`src/rtl/wb_rom_loader_pkg.sv`:
```
`default_nettype none
// ============================================================================
//  Module   : wb_rom_loader_pkg
//  Purpose  : Register map, STATUS bit positions and FSM states shared by the
//             Wishbone ROM-loader bridge.
//  Revision : 1.0 - initial release
// ============================================================================
package wb_rom_loader_pkg;

  localparam logic [3:0] REG_CTRL   = 4'h0;
  localparam logic [3:0] REG_DATA   = 4'h4;
  localparam logic [3:0] REG_STATUS = 4'h8;
  localparam logic [3:0] REG_COUNT  = 4'hC;

  localparam int CTRL_EN     = 0;
  localparam int CTRL_IRQ_EN = 1;

  localparam int STAT_BUSY    = 0;
  localparam int STAT_EMPTY   = 1;
  localparam int STAT_FULL    = 2;
  localparam int STAT_OVF     = 3;
  localparam int STAT_TMO     = 4;
  localparam int STAT_LVL_LSB = 8;
  localparam int STAT_LVL_MSB = 12;

  typedef enum logic [1:0] {
    S_IDLE   = 2'd0,
    S_SETUP  = 2'd1,
    S_SCK_HI = 2'd2,
    S_SCK_LO = 2'd3
  } state_e;

endpackage
`default_nettype wire

```
`src/rtl/rom_loader_fifo.sv`:
```
`default_nettype none
// ============================================================================
//  Module   : rom_loader_fifo
//  Purpose  : Synchronous word FIFO with level/full/empty and a flush input.
//  Revision : 1.0 - initial release
// ============================================================================
module rom_loader_fifo #(
  parameter int DEPTH = 4,
  parameter int WIDTH = 16
) (
  input  logic             clk,
  input  logic             rst,
  input  logic             push,
  input  logic [WIDTH-1:0] push_data,
  input  logic             pop,
  input  logic             flush,
  output logic [WIDTH-1:0] pop_data,
  output logic             full,
  output logic             empty,
  output logic [4:0]       level
);

  localparam int AW = (DEPTH > 1) ? $clog2(DEPTH) : 1;

  logic [WIDTH-1:0] mem_q [DEPTH];
  logic [WIDTH-1:0] mem_d [DEPTH];
  logic [AW-1:0]    wr_ptr_q, wr_ptr_d;
  logic [AW-1:0]    rd_ptr_q, rd_ptr_d;
  logic [4:0]       level_q, level_d;
  logic             do_push, do_pop;

  assign empty    = (level_q == 5'd0);
  assign full     = (level_q == 5'(DEPTH));
  assign level    = level_q;
  assign pop_data = mem_q[rd_ptr_q];

  // A full FIFO still accepts a push when the same cycle frees a slot.
  assign do_pop  = pop & ~empty & ~flush;
  assign do_push = push & (~full | do_pop | flush);

  always_comb begin
    mem_d    = mem_q;
    wr_ptr_d = wr_ptr_q;
    rd_ptr_d = rd_ptr_q;
    level_d  = level_q;
    if (flush) begin
      rd_ptr_d = wr_ptr_q;
    end
    if (do_push) begin
      mem_d[wr_ptr_q] = push_data;
      wr_ptr_d        = wr_ptr_q + AW'(1);
    end
    if (do_pop) begin
      rd_ptr_d = rd_ptr_q + AW'(1);
    end
    if (flush) begin
      level_d = {4'b0, do_push};
    end else if (do_push && !do_pop) begin
      level_d = level_q + 5'd1;
    end else if (do_pop && !do_push) begin
      level_d = level_q - 5'd1;
    end
  end

  always_ff @(posedge clk) begin
    if (rst) begin
      mem_q    <= '{default: '0};
      wr_ptr_q <= '0;
      rd_ptr_q <= '0;
      level_q  <= '0;
    end else begin
      mem_q    <= mem_d;
      wr_ptr_q <= wr_ptr_d;
      rd_ptr_q <= rd_ptr_d;
      level_q  <= level_d;
    end
  end

endmodule
`default_nettype wire

```
`src/rtl/wb_rom_loader_bridge.sv`:
```
`default_nettype none
// ============================================================================
//  Module   : wb_rom_loader_bridge
//  Purpose  : Wishbone slave that queues 16-bit words and clocks them into the
//             SoC ROM loader with a four-phase sck/ack handshake.
//  Revision : 1.0 - initial release
// ============================================================================
module wb_rom_loader_bridge
  import wb_rom_loader_pkg::*;
#(
  parameter logic [31:0] BASE_ADDR      = 32'h3000_0000,
  parameter int          FIFO_DEPTH     = 4,
  parameter int          SETUP_CYCLES   = 2,
  parameter int          TIMEOUT_CYCLES = 1024
) (
  input  logic        wb_clk_i,
  input  logic        wb_rst_i,
  input  logic        wbs_stb_i,
  input  logic        wbs_cyc_i,
  input  logic        wbs_we_i,
  input  logic [3:0]  wbs_sel_i,
  input  logic [31:0] wbs_dat_i,
  input  logic [31:0] wbs_adr_i,
  output logic        wbs_ack_o,
  output logic [31:0] wbs_dat_o,
  output logic        rom_loader_load,
  output logic        rom_loader_sck,
  output logic [15:0] rom_loader_data,
  input  logic        rom_loader_ack,
  output logic        irq_o
);

  localparam int TW = $clog2(TIMEOUT_CYCLES + 1);

  state_e        state_q, state_d;
  logic          en_q, en_d, irq_en_q, irq_en_d;
  logic          ovf_q, ovf_d, tmo_q, tmo_d;
  logic          sck_q, sck_d, ack_q, ack_d;
  logic [15:0]   count_q, count_d, data_q, data_d;
  logic [31:0]   dat_q, dat_d;
  logic [3:0]    setup_q, setup_d;
  logic [TW-1:0] tmo_cnt_q, tmo_cnt_d;

  logic          fifo_push, fifo_pop, fifo_flush, fifo_full, fifo_empty;
  logic [15:0]   fifo_head;
  logic [4:0]    fifo_level;
  logic          busy, req, wr, tmo_hit, tmo_expired;
  logic [3:0]    off;
  logic [31:0]   status;
  logic          unused_bits;

  assign unused_bits = ^{wbs_sel_i[3:2], wbs_dat_i[31:16]};

  // Requests are ignored in the ack cycle so a held strobe never re-triggers.
  assign req         = wbs_stb_i & wbs_cyc_i & ~ack_q &
                       (wbs_adr_i[31:4] == BASE_ADDR[31:4]);
  assign wr          = req & wbs_we_i;
  assign off         = wbs_adr_i[3:0];
  assign fifo_push   = wr & (off == REG_DATA) & (wbs_sel_i[1:0] == 2'b11);
  assign busy        = (state_q != S_IDLE);
  assign tmo_expired = (tmo_cnt_q == TW'(TIMEOUT_CYCLES - 1));

  rom_loader_fifo #(
    .DEPTH (FIFO_DEPTH),
    .WIDTH (16)
  ) u_fifo (
    .clk       (wb_clk_i),
    .rst       (wb_rst_i),
    .push      (fifo_push),
    .push_data (wbs_dat_i[15:0]),
    .pop       (fifo_pop),
    .flush     (fifo_flush),
    .pop_data  (fifo_head),
    .full      (fifo_full),
    .empty     (fifo_empty),
    .level     (fifo_level)
  );

  always_comb begin
    status                             = '0;
    status[STAT_BUSY]                  = busy;
    status[STAT_EMPTY]                 = fifo_empty;
    status[STAT_FULL]                  = fifo_full;
    status[STAT_OVF]                   = ovf_q;
    status[STAT_TMO]                   = tmo_q;
    status[STAT_LVL_MSB:STAT_LVL_LSB]  = fifo_level;
  end

  always_comb begin
    state_d    = state_q;
    en_d       = en_q;
    irq_en_d   = irq_en_q;
    ovf_d      = ovf_q;
    tmo_d      = tmo_q;
    sck_d      = sck_q;
    count_d    = count_q;
    data_d     = data_q;
    setup_d    = setup_q;
    tmo_cnt_d  = tmo_cnt_q;
    ack_d      = req;
    dat_d      = '0;
    fifo_pop   = 1'b0;
    fifo_flush = 1'b0;
    tmo_hit    = 1'b0;

    case (state_q)
      S_IDLE: begin
        if (en_q && !fifo_empty) begin
          fifo_pop = 1'b1;
          data_d   = fifo_head;
          setup_d  = 4'(SETUP_CYCLES);
          state_d  = S_SETUP;
        end
      end
      S_SETUP: begin
        if (setup_q <= 4'd1) begin
          sck_d     = 1'b1;
          tmo_cnt_d = '0;
          state_d   = S_SCK_HI;
        end else begin
          setup_d = setup_q - 4'd1;
        end
      end
      S_SCK_HI: begin
        if (rom_loader_ack) begin
          sck_d     = 1'b0;
          tmo_cnt_d = '0;
          state_d   = S_SCK_LO;
        end else if (tmo_expired) begin
          tmo_hit = 1'b1;
        end else begin
          tmo_cnt_d = tmo_cnt_q + TW'(1);
        end
      end
      S_SCK_LO: begin
        if (!rom_loader_ack) begin
          count_d = count_q + 16'd1;
          state_d = S_IDLE;
        end else if (tmo_expired) begin
          tmo_hit = 1'b1;
        end else begin
          tmo_cnt_d = tmo_cnt_q + TW'(1);
        end
      end
      default: state_d = S_IDLE;
    endcase

    if (tmo_hit) begin
      sck_d      = 1'b0;
      fifo_flush = 1'b1;
      state_d    = S_IDLE;
    end

    // Register writes come after the FSM so an enabling write wins over a
    // COUNT increment landing in the same cycle.
    if (wr && wbs_sel_i[0]) begin
      case (off)
        REG_CTRL: begin
          en_d     = wbs_dat_i[CTRL_EN];
          irq_en_d = wbs_dat_i[CTRL_IRQ_EN];
          if (wbs_dat_i[CTRL_EN] && !en_q) begin
            count_d = '0;
          end
        end
        REG_STATUS: begin
          if (wbs_dat_i[STAT_OVF]) ovf_d = 1'b0;
          if (wbs_dat_i[STAT_TMO]) tmo_d = 1'b0;
        end
        default: ;
      endcase
    end

    if (fifo_push && fifo_full && !fifo_pop && !fifo_flush) begin
      ovf_d = 1'b1;
    end
    if (tmo_hit) begin
      tmo_d = 1'b1;
    end

    if (req && !wbs_we_i) begin
      case (off)
        REG_CTRL:   dat_d = {30'b0, irq_en_q, en_q};
        REG_STATUS: dat_d = status;
        REG_COUNT:  dat_d = {16'b0, count_q};
        default:    dat_d = '0;
      endcase
    end
  end

  always_ff @(posedge wb_clk_i) begin
    if (wb_rst_i) begin
      state_q   <= S_IDLE;
      en_q      <= 1'b0;
      irq_en_q  <= 1'b0;
      ovf_q     <= 1'b0;
      tmo_q     <= 1'b0;
      sck_q     <= 1'b0;
      ack_q     <= 1'b0;
      count_q   <= '0;
      data_q    <= '0;
      dat_q     <= '0;
      setup_q   <= '0;
      tmo_cnt_q <= '0;
    end else begin
      state_q   <= state_d;
      en_q      <= en_d;
      irq_en_q  <= irq_en_d;
      ovf_q     <= ovf_d;
      tmo_q     <= tmo_d;
      sck_q     <= sck_d;
      ack_q     <= ack_d;
      count_q   <= count_d;
      data_q    <= data_d;
      dat_q     <= dat_d;
      setup_q   <= setup_d;
      tmo_cnt_q <= tmo_cnt_d;
    end
  end

  assign wbs_ack_o       = ack_q;
  assign wbs_dat_o       = dat_q;
  assign rom_loader_sck  = sck_q;
  assign rom_loader_data = data_q;
  assign rom_loader_load = en_q | busy;
  assign irq_o           = irq_en_q & ((en_q & fifo_empty & ~busy) | tmo_q | ovf_q);

endmodule
`default_nettype wire
```
`config.mk`:
```
export PLATFORM = sky130hd
export DESIGN_NAME = wb_rom_loader_bridge
export DESIGN_NICKNAME = d
export VERILOG_FILES = /design/src/rtl/wb_rom_loader_pkg.sv /design/src/rtl/rom_loader_fifo.sv /design/src/rtl/wb_rom_loader_bridge.sv
export SDC_FILE = /design/constraint.sdc
export NUM_CORES = 1
export LEC_CHECK = 0
export BUFFER_PORTS_ARGS = -buffer_cell sky130_fd_sc_hd__clkbuf_2
export CAP_MARGIN = 0
export CORE_ASPECT_RATIO = 0.6
export CORE_MARGIN = 3
export CORE_UTILIZATION = 56
export DETAILED_ROUTE_END_ITERATION = 6
export GPL_TIMING_DRIVEN = 1
export PLACE_DENSITY_LB_ADDON = 0.15
export SLEW_MARGIN = 20
export SYNTH_ARGS = -nofsm -noshare
export SYNTH_HDL_FRONTEND = slang
export SYNTH_SLANG_ARGS = --single-unit
```
`constraint.sdc`:
```
create_clock -name wb_clk_i -period 4.05 [get_ports wb_clk_i]
set_input_delay 0.81 -clock wb_clk_i [delete_from_list [all_inputs] [get_ports wb_clk_i]]
set_output_delay 0.81 -clock wb_clk_i [all_outputs]
set_load 0.05 [all_outputs]
```
Word level (Yosys, flattened, before mapping) --
Cells that the tools add are included. Widths: inputs -> output; s select.
Operators by class: add/subtract/negate cells 7, multiply operators 0, divide/modulo/power cells 0, magnitude comparators 4, eq/ne operators 16, shift-type cells 0, muxes and demuxes 48, bitwise operators 25, reduce and logical (&&, ||, !) cells 44
Operator list (count):
- $mux 16 | 8
- $bwmux 64 | 1
- $pmux 16 s3 | 1
- $mux 11 | 4
- $pmux 11 s3 | 1
- $bmux 16 s2 | 1
- $demux 16 s2 | 1
- $eq 28x26->1 const B | 1
- $reduce_bool 2->1 | 11
- $mux 1 | 17
- $add 16x1->16 const B | 1
- $reduce_and 3->1 | 5
- $and 1x1->1 | 12
- $mux 2 | 6
- $ne 2x2->1 const B | 6
- $add 11x1->11 const B | 1
- $eq 11x10->1 const B | 1
- $logic_and 1x1->1 | 10
- $mux 5 | 2
- $eq 4x4->1 const B | 2
- $mux 4 | 2
- $pmux 2 s4 | 1
- $pmux 4 s2 | 1
- $logic_not 1->1 | 7
- 22 further kinds | 41
Word-level totals: register bits 160, latch bits 0, memory bits (writable) 0, ROM bits 0, input port bits 74, output and inout bits 52, word-level logic and storage cells 164, memories 0

Depth between registers and ports, before layout --
Gate-level depths: netlist of the first run.
depth after elaboration 15, gate-level depth with buffers 15, gate-level depth less buffers 15

Hierarchy --
A second synthesis of the first run with hierarchy kept.
Second synthesis, totals: cells, all modules 710, area, all modules 6881.6 um^2
By module, submodules not included:
- rom_loader_fifo | times used 1, cells an instance 323, area an instance 3608.5 um^2, sequential area each 1461.4 um^2
- wb_rom_loader_bridge | times used 1, cells an instance 387, area an instance 3273.1 um^2, sequential area each 1421.4 um^2

Least setup slack after synthesis of the first run --
OpenSTA, ideal clock, no wires.
path type in2reg, from input port wbs_adr_i[1], to register u_fifo.level_q[4] (netlist: u_fifo.level[4]), setup time 72 ps, arrival 3563 ps, data required time 3978 ps, setup slack 416 ps, cell stages on the path 13, buffers on the path 0, cells stage by stage nor2_1 > or4b_4 > nor3_4 > nand2_1 > inv_1 > ha_1 > inv_1 > ha_1 > nor2b_1 > o21a_1 > or3_1 > a21oi_1 > mux2i_1
On the way: cells in the longest elaborated chain, start to end 7, elaborated cells on any way between the ends 9, those cells by class 1 x eq/ne; 1 x mux; 3 x bitwise; 4 x reduce/logical
RTL lines:
- start, declared | line wb_rom_loader_bridge.sv:23 | input logic [31:0] wbs_adr_i,
- $eq 4x3->1 (*) | line wb_rom_loader_bridge.sv:59 | assign fifo_push = wr & (off == REG_DATA) & (wbs_sel_i[1:0] == 2'b11);
- $and 1x1->1 (*) (2 in series) | line wb_rom_loader_bridge.sv:59
- $and 1x1->1 (*) | line rom_loader_fifo.sv:39 | assign do_push = push & (~full | do_pop | flush);
- named net u_fifo.do_push | line rom_loader_fifo.sv:30 | logic do_push, do_pop;
- $logic_not 1->1 | line rom_loader_fifo.sv:60 | end else if (do_pop && !do_push) begin
- $logic_and 1x1->1 | line rom_loader_fifo.sv:60
- $reduce_bool 2->1 (no source line)
- end signal, assigned | line rom_loader_fifo.sv:75 | level_q <= level_d;
- end, declared | line rom_loader_fifo.sv:29 | logic [4:0] level_q, level_d;
The timed path passes the listed nets; every way through them passes the cells marked *. A chain may end at the register's enable or synchronous reset.

Final worst setup path of the first run --
Same ends and word-level chain as after synthesis.

==> impl_metrics.toml, run 1 <==
[outcome]
status = "complete, no violations"

[synth]
async_flop_share_pct = 0
synth_area_leaders = "dfxtp_1, mux2i_1, nand2_1"
syn_area_sq_um = 6690
ys_ff_latch = 144
syn_inst = 711
synth_edf_count = 0
synth.yosys.warnings = 0
yosysUniqueCellTypes = 60
synth_area_per_cell_sq_um = 9.40
yosys.area.top_type = "dfxtp_1"
ys_seq_area_share_pct = 43.1
yosys_most_used_dff = "dfxtp_1"
synth_top_area_share_pct = 43.1

[worst_setup_path]
rr_worst_depth = 14
crit_type = "input port to register"
crit_fanout = 5
worst_setup_path_start_kind = "input port"
crit_arrival_ns = 3.73
required_ns = 4.39
slowest_delay_ns = 0.50
cp-end-kind = "register"
critPathSlowestCell = "or4b_4"
path_cells = "clkbuf_2 -> nor2_1 -> or4b_4 -> nor3_4 -> nand2_1 -> inv_1 -> ha_1 -> inv_1 -> ha_1 -> nor2b_1 -> o21a_1 -> or3_1 -> a21oi_1 -> mux2i_1"

[clock_tree]
cts_tree = "done"
root_buffer = "clkbuf_16"
path_clk_slew_ns = 0.06
cts_resized = 0
cts-htree-levels = 4
cts_setup_buffers = 0
cts-buffers-inserted = 17
cts_sinks = 144
cts.path.max_buffers = 2
clock_latency_ns = 0.41
hold_buffers = 0

[floorplan]
rows = 30
dieHeight_microns = 90.6
dieArea_sq_um = 13300
die_x_microns = 147
core_sq_um = 11500
top_level_ports = 126
initial_core_util_pct = 58.2

[detailed_routing]
drc = 0
wl_per_cell_microns = 16.2
drt.antenna.violating_nets = 0
routed_via_density = 5.64
num_vias = 5463
drtIter0Drc = 373
drtPass1Iterations = 5
routed_wl_mm = 15.7

[global_route]
grt_pass1_vias = 5350
antenna_found_initial = 0
grt_usage_pct = 24.2
grt_pass1_wl_mm = 26.2
grt_max_degree = 49
grt_overflow = 0

[timing]
setup_ws_ns = 0.656
finalCritPeriodShare_pct = 83.8
drv_slew = 0
tightest_slew_ns = 0.938
fin_tns_setup_ns = 0
fmax_mhz = 295
slew-limit-headroom_pct = 37.4
rsz0062_at_grt = "no"
fin_skew_ns = 0.0102
hold_slack_ns = 0.453
hold_viol = 0
period_needed_ns = 3.39
setup_viol = 0

[min_path]
hold_depth = 2
min_path_type = "register to register"

[finish]
nets = 888
final_common_cell = "dfxtp_1"
n_antenna_cell = 0
area_growth_pct = 15.8
layout-drive-gt1-share_pct = 20.5
layout_common_cells = "dfxtp_1, nand2_1, clkbuf_2, mux2i_1, nor2_1"
nFillCells = 917
postLayoutCellArea_sq_um = 7740

[placement]
gp_congestion = 0.804
place_area_sq_um = 7160
pre_cts_ws_ns = 0.276
io_buffers = 91
dpl.hpwl_mm = 11.1

[pwr]
power_density_nw_per_um2 = 396
irDropWorstVdd_uv = 280
p_leak_nw = 3.33
totalPowerFinal_mw = 3.06

[job]
max_cap_violations = 0
-- cells in the mapped netlist, types with 3 or more instances --
| library cell | number |
|---|---|
| dfxtp_1 | 144 |
| o21ai_0 | 8 |
| a21oi_1 | 30 |
| buf_4 | 16 |
| a211oi_1 | 4 |
| nor4_1 | 9 |
| ha_1 | 17 |
| mux4_2 | 16 |
| nor3_1 | 12 |
| clkbuf_1 | 22 |
| nor2_1 | 63 |
| nand2_1 | 129 |
| xnor2_1 | 17 |
| or3_1 | 5 |
| and2_1 | 8 |
| a41oi_1 | 3 |
| a22oi_1 | 7 |
| nand3_4 | 3 |
| nand3_1 | 12 |
| a31oi_1 | 7 |
| a31o_2 | 3 |
| nor2b_1 | 5 |
| xor2_1 | 8 |
| nand4_1 | 11 |
| a211o_1 | 3 |
| and4_1 | 3 |
| mux2i_1 | 72 |
| buf_2 | 4 |
| and3_1 | 4 |
| buf_6 | 4 |
| inv_1 | 25 |
-- worst max-delay path, delay by kind of cell --
| family | cells | cell delay, ns |
|---|---|---|
| buffers and inverters | 3 | 0.35 |
| multiplexers | 1 | 0.20 |
| AO/OA/AOI/OAI | 2 | 0.35 |
| adder cells (fa/ha/maj) | 2 | 0.58 |
| AND/OR/NAND/NOR | 6 | 1.46 |
-- layer usage --
layer	wire length [microns]	share of wire, %	GRT usage [%]
met5	0	0	0
met4	127	0.81	5.58
met3	1200	7.6	7.77
met2	7010	45	36.0
met1	7390	47	34.6
-- metrics by stage --
stage / util, % / instances
2_1_floorplan: - / 726
3_3_place_gp: 62.4 / 937
3_5_place_dp: 62.4 / 937
4_1_cts: 67.4 / 968
5_1_grt: 67.4 / 968
6_report: 67.4 / 968
-- logic make-up after synthesis --
logic type | after synthesis | share of synthesized area [%]
buffers and inverters | 76 | 6.08
other | 1 | 0.0561
flip-flops | 144 | 43.1
multiplexers | 89 | 16.3
AO/OA/AOI/OAI | 79 | 7.93
XOR/XNOR | 25 | 3.27
AND/OR/NAND/NOR | 279 | 19.7
adder cells (fa/ha/maj) | 18 | 3.48
-- final cells by class --
| type | instances | area (sq um) | share of cell area [%] |
|---|---|---|---|
| Tap cell | 160 | 200 | 2.59 |
| Inverter | 26 | 97.6 | 1.26 |
| Timing Repair Buffer | 101 | 531 | 6.85 |
| Sequential cell | 144 | 2880 | 37.2 |
| Clock inverter | 13 | 138 | 1.78 |
| Clock buffer | 18 | 439 | 5.67 |
| Multi-Input combinational cell | 506 | 3450 | 44.6 |
-- report_power, final --
group	leakage (nW)	internal [mW]	total (mW)	switching (mW)
logic	1.89	0.0298	0.114	0.0847
registers	1.16	1.42	1.42	0.0000000102
clock network	0.278	0.920	1.53	0.613
total	3.33	2.37	3.06	0.698
-- state kept, by name (all words and copies together) (netlist names) --
register and cells:
en_q 1, tmo_cnt_q 11, state_q 2, wbs_ack_o 1
u_fifo.level 5, u_fifo.rd_ptr_q 2, rom_loader_data 16, u_fifo.wr_ptr_q 2
tmo_q 1, wbs_dat_o 16, count_q 16, ovf_q 1
u_fifo.mem_q 64, rom_loader_sck 1, irq_en_q 1, setup_q 4
-- final timing paths --
path	from	endpoint	slack [ns]
setup reg to reg	tmo_cnt_q[0]$_SDFFE_PP0P_	u_fifo.level[4]$_SDFFE_PP0P_	0.70
hold / removal	rom_loader_data[5]$_SDFFE_PP0N_	rom_loader_data[5]$_SDFFE_PP0N_	0.45
hold reg to reg	rom_loader_data[5]$_SDFFE_PP0N_	rom_loader_data[5]$_SDFFE_PP0N_	0.45
setup / recovery	wbs_adr_i[1]	u_fifo.level[4]$_SDFFE_PP0P_	0.66
Power figures use the tool's default switching activity.
==> inputs of run 2 (changes only) <==
--- a/config.mk
+++ b/config.mk
@@ -9,7 +9,7 @@
 export CAP_MARGIN = 0
 export CORE_ASPECT_RATIO = 0.6
 export CORE_MARGIN = 3
-export CORE_UTILIZATION = 56
+export CORE_UTILIZATION = 50
 export DETAILED_ROUTE_END_ITERATION = 6
 export GPL_TIMING_DRIVEN = 1
 export PLACE_DENSITY_LB_ADDON = 0.15
==> constraint.sdc (replaced) <==
create_clock -name wb_clk_i -period 3 [get_ports wb_clk_i]
set_input_delay 0.6 -clock wb_clk_i [delete_from_list [all_inputs] [get_ports wb_clk_i]]
set_output_delay 0.6 -clock wb_clk_i [all_outputs]
set_load 0.05 [all_outputs]
==> run 2 against run 1 <==
  * Cell area increased by 3.7%
  * Count of clock-buffer cells in the layout increased by 1
  * Flip-flop and latch count unchanged
  * Worst hold slack improved by 0.0023 ns
  * Critical endpoint unchanged
  * Largest cell class unchanged
  * Highest routed layer unchanged
==> impl_metrics.toml, run 2 (same netlist as run 1, synthesis figures left out) <==
[timing]
drv_slew = 0
tightest_slew_ns = 0.914
hold_slack_ns = 0.455
fin_tns_setup_ns = 0
fin_skew_ns = 0.0113
slew-limit-headroom_pct = 39.0
fmax_mhz = 347
hold_viol = 0
setup_viol = 0
period_needed_ns = 2.88
finalCritPeriodShare_pct = 96.0

[worst_setup_path]
cp-end-kind = "register"
crit_end = "u_fifo.level[4]$_SDFFE_PP0P_"
critPathSlowestCell = "dfxtp_2"
slowest_delay_ns = 0.36
crit_fanout = 4
required_ns = 3.35
startpoint = "state_q[0]$_SDFFE_PP0P_"
crit_arrival_ns = 3.23
crit_type = "register to register"
cp.depth = 15
crit_buf_inv = 3
reg2reg_to = "u_fifo.level[4]$_SDFFE_PP0P_"
rr_worst_depth = 15
crit_family = "simple AND/OR/NAND/NOR gates"
worst_setup_path_start_kind = "register"
reg2reg_slack_ns = 0.12
path_cells = "inv_1 -> ha_2 -> mux2_2 -> nand4_1 -> nand2_2 -> nand2_1 -> inv_2 -> ha_4 -> inv_2 -> ha_4 -> nor2b_1 -> o21a_1 -> or3_1 -> a21oi_2 -> mux2i_1"
r2r_start = "state_q[0]$_SDFFE_PP0P_"

[outcome]
status = "complete, no violations"

[floorplan]
die_x_microns = 155
dieArea_sq_um = 14800
initial_core_util_pct = 51.5
core_sq_um = 13000
top_level_ports = 126
rows = 32
dieHeight_microns = 95.6

[clock_tree]
path_clk_slew_ns = 0.06
cts_tree = "done"
cts.path.max_buffers = 2
root_buffer = "clkbuf_16"
cts_sinks = 144
clock_latency_ns = 0.42
cts-htree-levels = 4
cts-buffers-inserted = 17
hold_buffers = 0

[global_route]
grt_pass1_vias = 5040
grt_usage_pct = 21.4
grt_pass1_wl_mm = 24.9
antenna_found_initial = 0
grt_overflow = 0
grt_max_degree = 84

[finish]
layout-drive-gt1-share_pct = 24.0
regMostFlops = "u_fifo.mem_q"
area_growth_pct = 20.1
n_antenna_cell = 0
nets = 912
nFillCells = 1094
finish.utilization_pct = 61.9
largest_register_ffs = 64
layout_common_cells = "dfxtp_1, nand2_1, clkbuf_2, mux2i_1, nor2_1"
final_common_cell = "dfxtp_1"

[pwr]
p_leak_nw = 3.47
power_density_nw_per_um2 = 533
irDropWorstVdd_uv = 474
totalPowerFinal_mw = 4.28

[placement]
io_buffers = 91
dpl.hpwl_mm = 11.0
gp_congestion = 0.828

[job]
max_cap_violations = 0

[detailed_routing]
routed_via_density = 5.37
drtIter0Drc = 328
routed_wl_mm = 15.4
wl_per_cell_microns = 15.4
drt.antenna.violating_nets = 0
drc = 0
num_vias = 5382
drtPass1Iterations = 5

[min_path]
hold_depth = 2
min_path_type = "register to register"
==> run 2: cell count changes in the layout (fill, tap and decap cells not counted), moves of 3 or more <==
cell        previous run  this run
inv_6                  2         5
ha_1                  17        13
buf_4                 10        33
clkinv_2               4         1
clkinvlp_4             3         0
==> run 2: how the worst min path moves through the flow <==
stage                                    start                              end
4_1_cts          u_fifo.mem_q[14]$_SDFFE_PP0P_    u_fifo.mem_q[14]$_SDFFE_PP0P_
3_5_place_dp      u_fifo.mem_q[2]$_SDFFE_PP0P_     u_fifo.mem_q[2]$_SDFFE_PP0P_
5_1_grt           u_fifo.mem_q[9]$_SDFFE_PP0P_     u_fifo.mem_q[9]$_SDFFE_PP0P_
6_report       rom_loader_data[1]$_SDFFE_PP0N_  rom_loader_data[1]$_SDFFE_PP0N_
2_1_floorplan     u_fifo.mem_q[0]$_SDFFE_PP0P_     u_fifo.mem_q[0]$_SDFFE_PP0P_
3_3_place_gp     u_fifo.mem_q[12]$_SDFFE_PP0P_    u_fifo.mem_q[12]$_SDFFE_PP0P_
==> run 2: cell type report <==
| type | count | area [sq um] | area share [%] |
|---|---|---|---|
| clock buffers | 19 | 443 | 5.52 |
| clock inverters | 13 | 174 | 2.17 |
| inverters | 26 | 97.6 | 1.22 |
| multi-input cells | 506 | 3490 | 43.5 |
| flip-flops and latches | 144 | 2890 | 35.9 |
| well taps | 170 | 213 | 2.65 |
| repair buffers | 125 | 723 | 9.01 |
==> run 2: power breakdown <==
| group | switching, mW | internal [mW] |
|---|---|---|
| Combinational | 0.116 | 0.0482 |
| Clock | 0.860 | 1.35 |
| Sequential | 0.0000000166 | 1.91 |
==> run 2: repair_timing <==
item / in CTS / in global routing
resized for setup: 0 / 5
setup endpoints to repair: 0 / 2
buffers inserted: 0 / 2
==> run 2: worst register-to-register path: stages (launching register included) <==
cell	delay, ns
dfxtp_2	0.36
inv_1	0.08
ha_2	0.21
mux2_2	0.28
nand4_1	0.19
nand2_2	0.10
nand2_1	0.11
inv_2	0.06
ha_4	0.17
inv_2	0.08
ha_4	0.20
nor2b_1	0.14
o21a_1	0.18
or3_1	0.33
a21oi_2	0.16
mux2i_1	0.18
==> run 2: through the flow <==
step	worst slack [ns]	cells	area (sq um)
after floorplan	-0.187	726	6780
after global placement	-0.0732	969	7390
after detailed placement	-0.161	969	7390
after CTS	0.0249	1001	8010
after global routing	-0.0222	1003	8030
final	0.120	1003	8030
==> run 2: per-layer routing <==
metal | wire length [microns] | GRT usage (%) | up-vias
met5 | 0 | 0 | -
met2 | 6880 | 31.7 | 138
met4 | 155 | 6.34 | 0
li1 | - | - | 2657
met3 | 876 | 4.72 | 13
met1 | 7520 | 31.5 | 2574
==> inputs of run 3 (changes only) <==
--- a/config.mk
+++ b/config.mk
@@ -5,12 +5,12 @@
 export SDC_FILE = /design/constraint.sdc
 export NUM_CORES = 1
 export LEC_CHECK = 0
-export BUFFER_PORTS_ARGS = -buffer_cell sky130_fd_sc_hd__clkbuf_2
 export CAP_MARGIN = 0
 export CORE_ASPECT_RATIO = 0.6
 export CORE_MARGIN = 3
-export CORE_UTILIZATION = 50
+export CORE_UTILIZATION = 57
 export DETAILED_ROUTE_END_ITERATION = 6
+export DONT_BUFFER_PORTS = 1
 export GPL_TIMING_DRIVEN = 1
 export PLACE_DENSITY_LB_ADDON = 0.15
 export SLEW_MARGIN = 20
==> run 3 against run 2 <==
  * Via count down 2.1%
  * Wire length up 7.2%
  * Clock power down 6%
  * First-iteration DRC count up 31%
  * Sequential share of layout area up 2.3 points
  * Sequential power about the same
  * Global-route usage up 3.2 points
  * Count of clock-buffer cells in the layout down 1
  * Cell area down 6.1%
  * Clock skew down 0.0014 ns
  * Critical path type unchanged
  * Critical endpoint unchanged
  * Largest cell class unchanged
  * Largest power group unchanged
  * Highest routed layer unchanged
==> impl_metrics.toml, run 3 (same netlist as run 1, synthesis figures left out) <==
[finish]
multiInputGateArea_sq_um = 3520
largest_register_ffs = 64
regArea_sq_um = 2890
nFillCells = 841
finish.utilization_pct = 68.6
postLayoutCellArea_sq_um = 7540
layout-drive-gt1-share_pct = 15.2
nets = 820
final_cells = 896
n_antenna_cell = 0
area_growth_pct = 12.8
layout_common_cells = "dfxtp_1, nand2_1, mux2i_1, nor2_1, buf_4"
regMostFlops = "u_fifo.mem_q"
final_common_cell = "dfxtp_1"

[clock_tree]
cts.path.max_buffers = 2
path_clk_slew_ns = 0.07
root_buffer = "clkbuf_16"
cts_tree = "done"
cts-buffers-inserted = 17
hold_buffers = 0
cts_sinks = 144
clock_latency_ns = 0.41
cts-htree-levels = 4

[global_route]
grt_usage_pct = 24.6
grt_overflow = 0
grt_max_degree = 81
grt_pass1_wl_mm = 26.1
antenna_found_initial = 0
grt_pass1_vias = 5130

[timing]
fmax_mhz = 340
period_needed_ns = 2.94
fin_skew_ns = 0.00990
hold_viol = 0
tightest_slew_ns = 0.946
setup_viol = 0
finalCritPeriodShare_pct = 97.9
slew-limit-headroom_pct = 36.9
drv_slew = 0

[detailed_routing]
drtIter0Drc = 431
routed_wl_mm = 16.5
drtPass1Iterations = 5
routed_via_density = 5.88
drt.antenna.violating_nets = 0
drc = 0
num_vias = 5271
wl_per_cell_microns = 18.5

[worst_setup_path]
crit_fanout = 4
path_common_cell = "ha_4"
crit_type = "register to register"
cp-end-kind = "register"
worst_setup_path_start_kind = "register"
critPathSlowestCell = "dfxtp_2"
required_ns = 3.34
path_cells = "inv_2 -> ha_4 -> mux2_4 -> nand4_1 -> nand2_2 -> nand2_2 -> inv_2 -> ha_4 -> inv_4 -> ha_4 -> nor2b_2 -> o21a_1 -> or3_1 -> a21oi_2 -> mux2i_1"
crit_family = "simple AND/OR/NAND/NOR gates"
crit_buf_inv = 3
slowest_delay_ns = 0.38
crit_arrival_ns = 3.27

[placement]
io_buffers = 0
place_area_sq_um = 6870
dpl.hpwl_mm = 11.5
placedCellCount = 857
gp_congestion = 0.857

[pwr]
irDropWorstVdd_uv = 370
power_density_nw_per_um2 = 544
p_leak_nw = 3.05
totalPowerFinal_mw = 4.10

[floorplan]
core_sq_um = 11000
dieHeight_microns = 89.9
initial_core_util_pct = 60.8
dieArea_sq_um = 13100
rows = 29
top_level_ports = 126
die_x_microns = 146

[outcome]
status = "complete, no violations"

[job]
max_cap_violations = 0

[min_path]
min_path_type = "input port to register"
[run 3: cell types whose count changed in the layout (fill, tap and decap cells not counted), sizes merged]
cell	before	now
clkinvlp	0	2
clkbuf	110	18
buf	34	33
bufinv	3	1
inv	31	32
[run 3: metrics by stage]
| stage | hold WS, ns | setup TNS, ns | worst slack, ns |
|---|---|---|---|
| detailed placement | 0.446 | -0.0299 | -0.0299 |
| CTS | 0.232 | 0 | 0.0432 |
| finish | 0.246 | 0 | 0.0623 |
| global route | 0.221 | -0.0266 | -0.0266 |
| floorplan | 0.432 | -0.187 | -0.187 |
| global placement | 0.439 | 0 | 0.0238 |
[run 3: where the power goes]
part           total, mW  switching [mW]  internal (mW)
Clock               2.08           0.888           1.19
Sequential          1.91    0.0000000892           1.91
Combinational      0.107          0.0885         0.0181
[run 3: worst paths after layout]
kind	from	to	slack [ns]	depth (start not counted)
max	state_q[0]$_SDFFE_PP0P_	u_fifo.level[4]$_SDFFE_PP0P_	0.06	15
min	wb_rst_i	rom_loader_data[9]$_SDFFE_PP0N_	0.25	1
max reg2reg	state_q[0]$_SDFFE_PP0P_	u_fifo.level[4]$_SDFFE_PP0P_	0.06	15
min reg2reg	u_fifo.mem_q[61]$_SDFFE_PP0P_	u_fifo.mem_q[61]$_SDFFE_PP0P_	0.46	2
[run 3: area by class of cell]
class / count / share of cell area (%)
well taps: 155 / 2.57
clock buffers: 18 / 5.82
clock inverters: 14 / 1.97
inverters: 26 / 1.33
multi-input cells: 506 / 46.6
repair buffers: 33 / 3.45
flip-flops and latches: 144 / 38.2
[run 3: metal layers]
layer | global-route usage, % | vias to the layer above | wire length [microns]
li1 | - | 2476 | -
met1 | 33.9 | 2604 | 7460
met2 | 38.7 | 177 | 7680
met3 | 6.78 | 14 | 1270
met4 | 6.16 | 0 | 140
met5 | 0 | - | 0
[run 3: what timing repair did]
action,in CTS,in global routing
endpoints found under the setup margin,1,1
resized for setup,1,10
pin swaps,1,3
setup buffers,5,2
[run 3: worst register-to-register path, cell delays in order (launching register included)]
cell and delay [ns]:
dfxtp_2 0.38, inv_2 0.07, ha_4 0.17, mux2_4 0.30, nand4_1 0.24, nand2_2 0.11, nand2_2 0.08, inv_2 0.05
ha_4 0.16, inv_4 0.07, ha_4 0.19, nor2b_2 0.16, o21a_1 0.18, or3_1 0.32, a21oi_2 0.17, mux2i_1 0.21
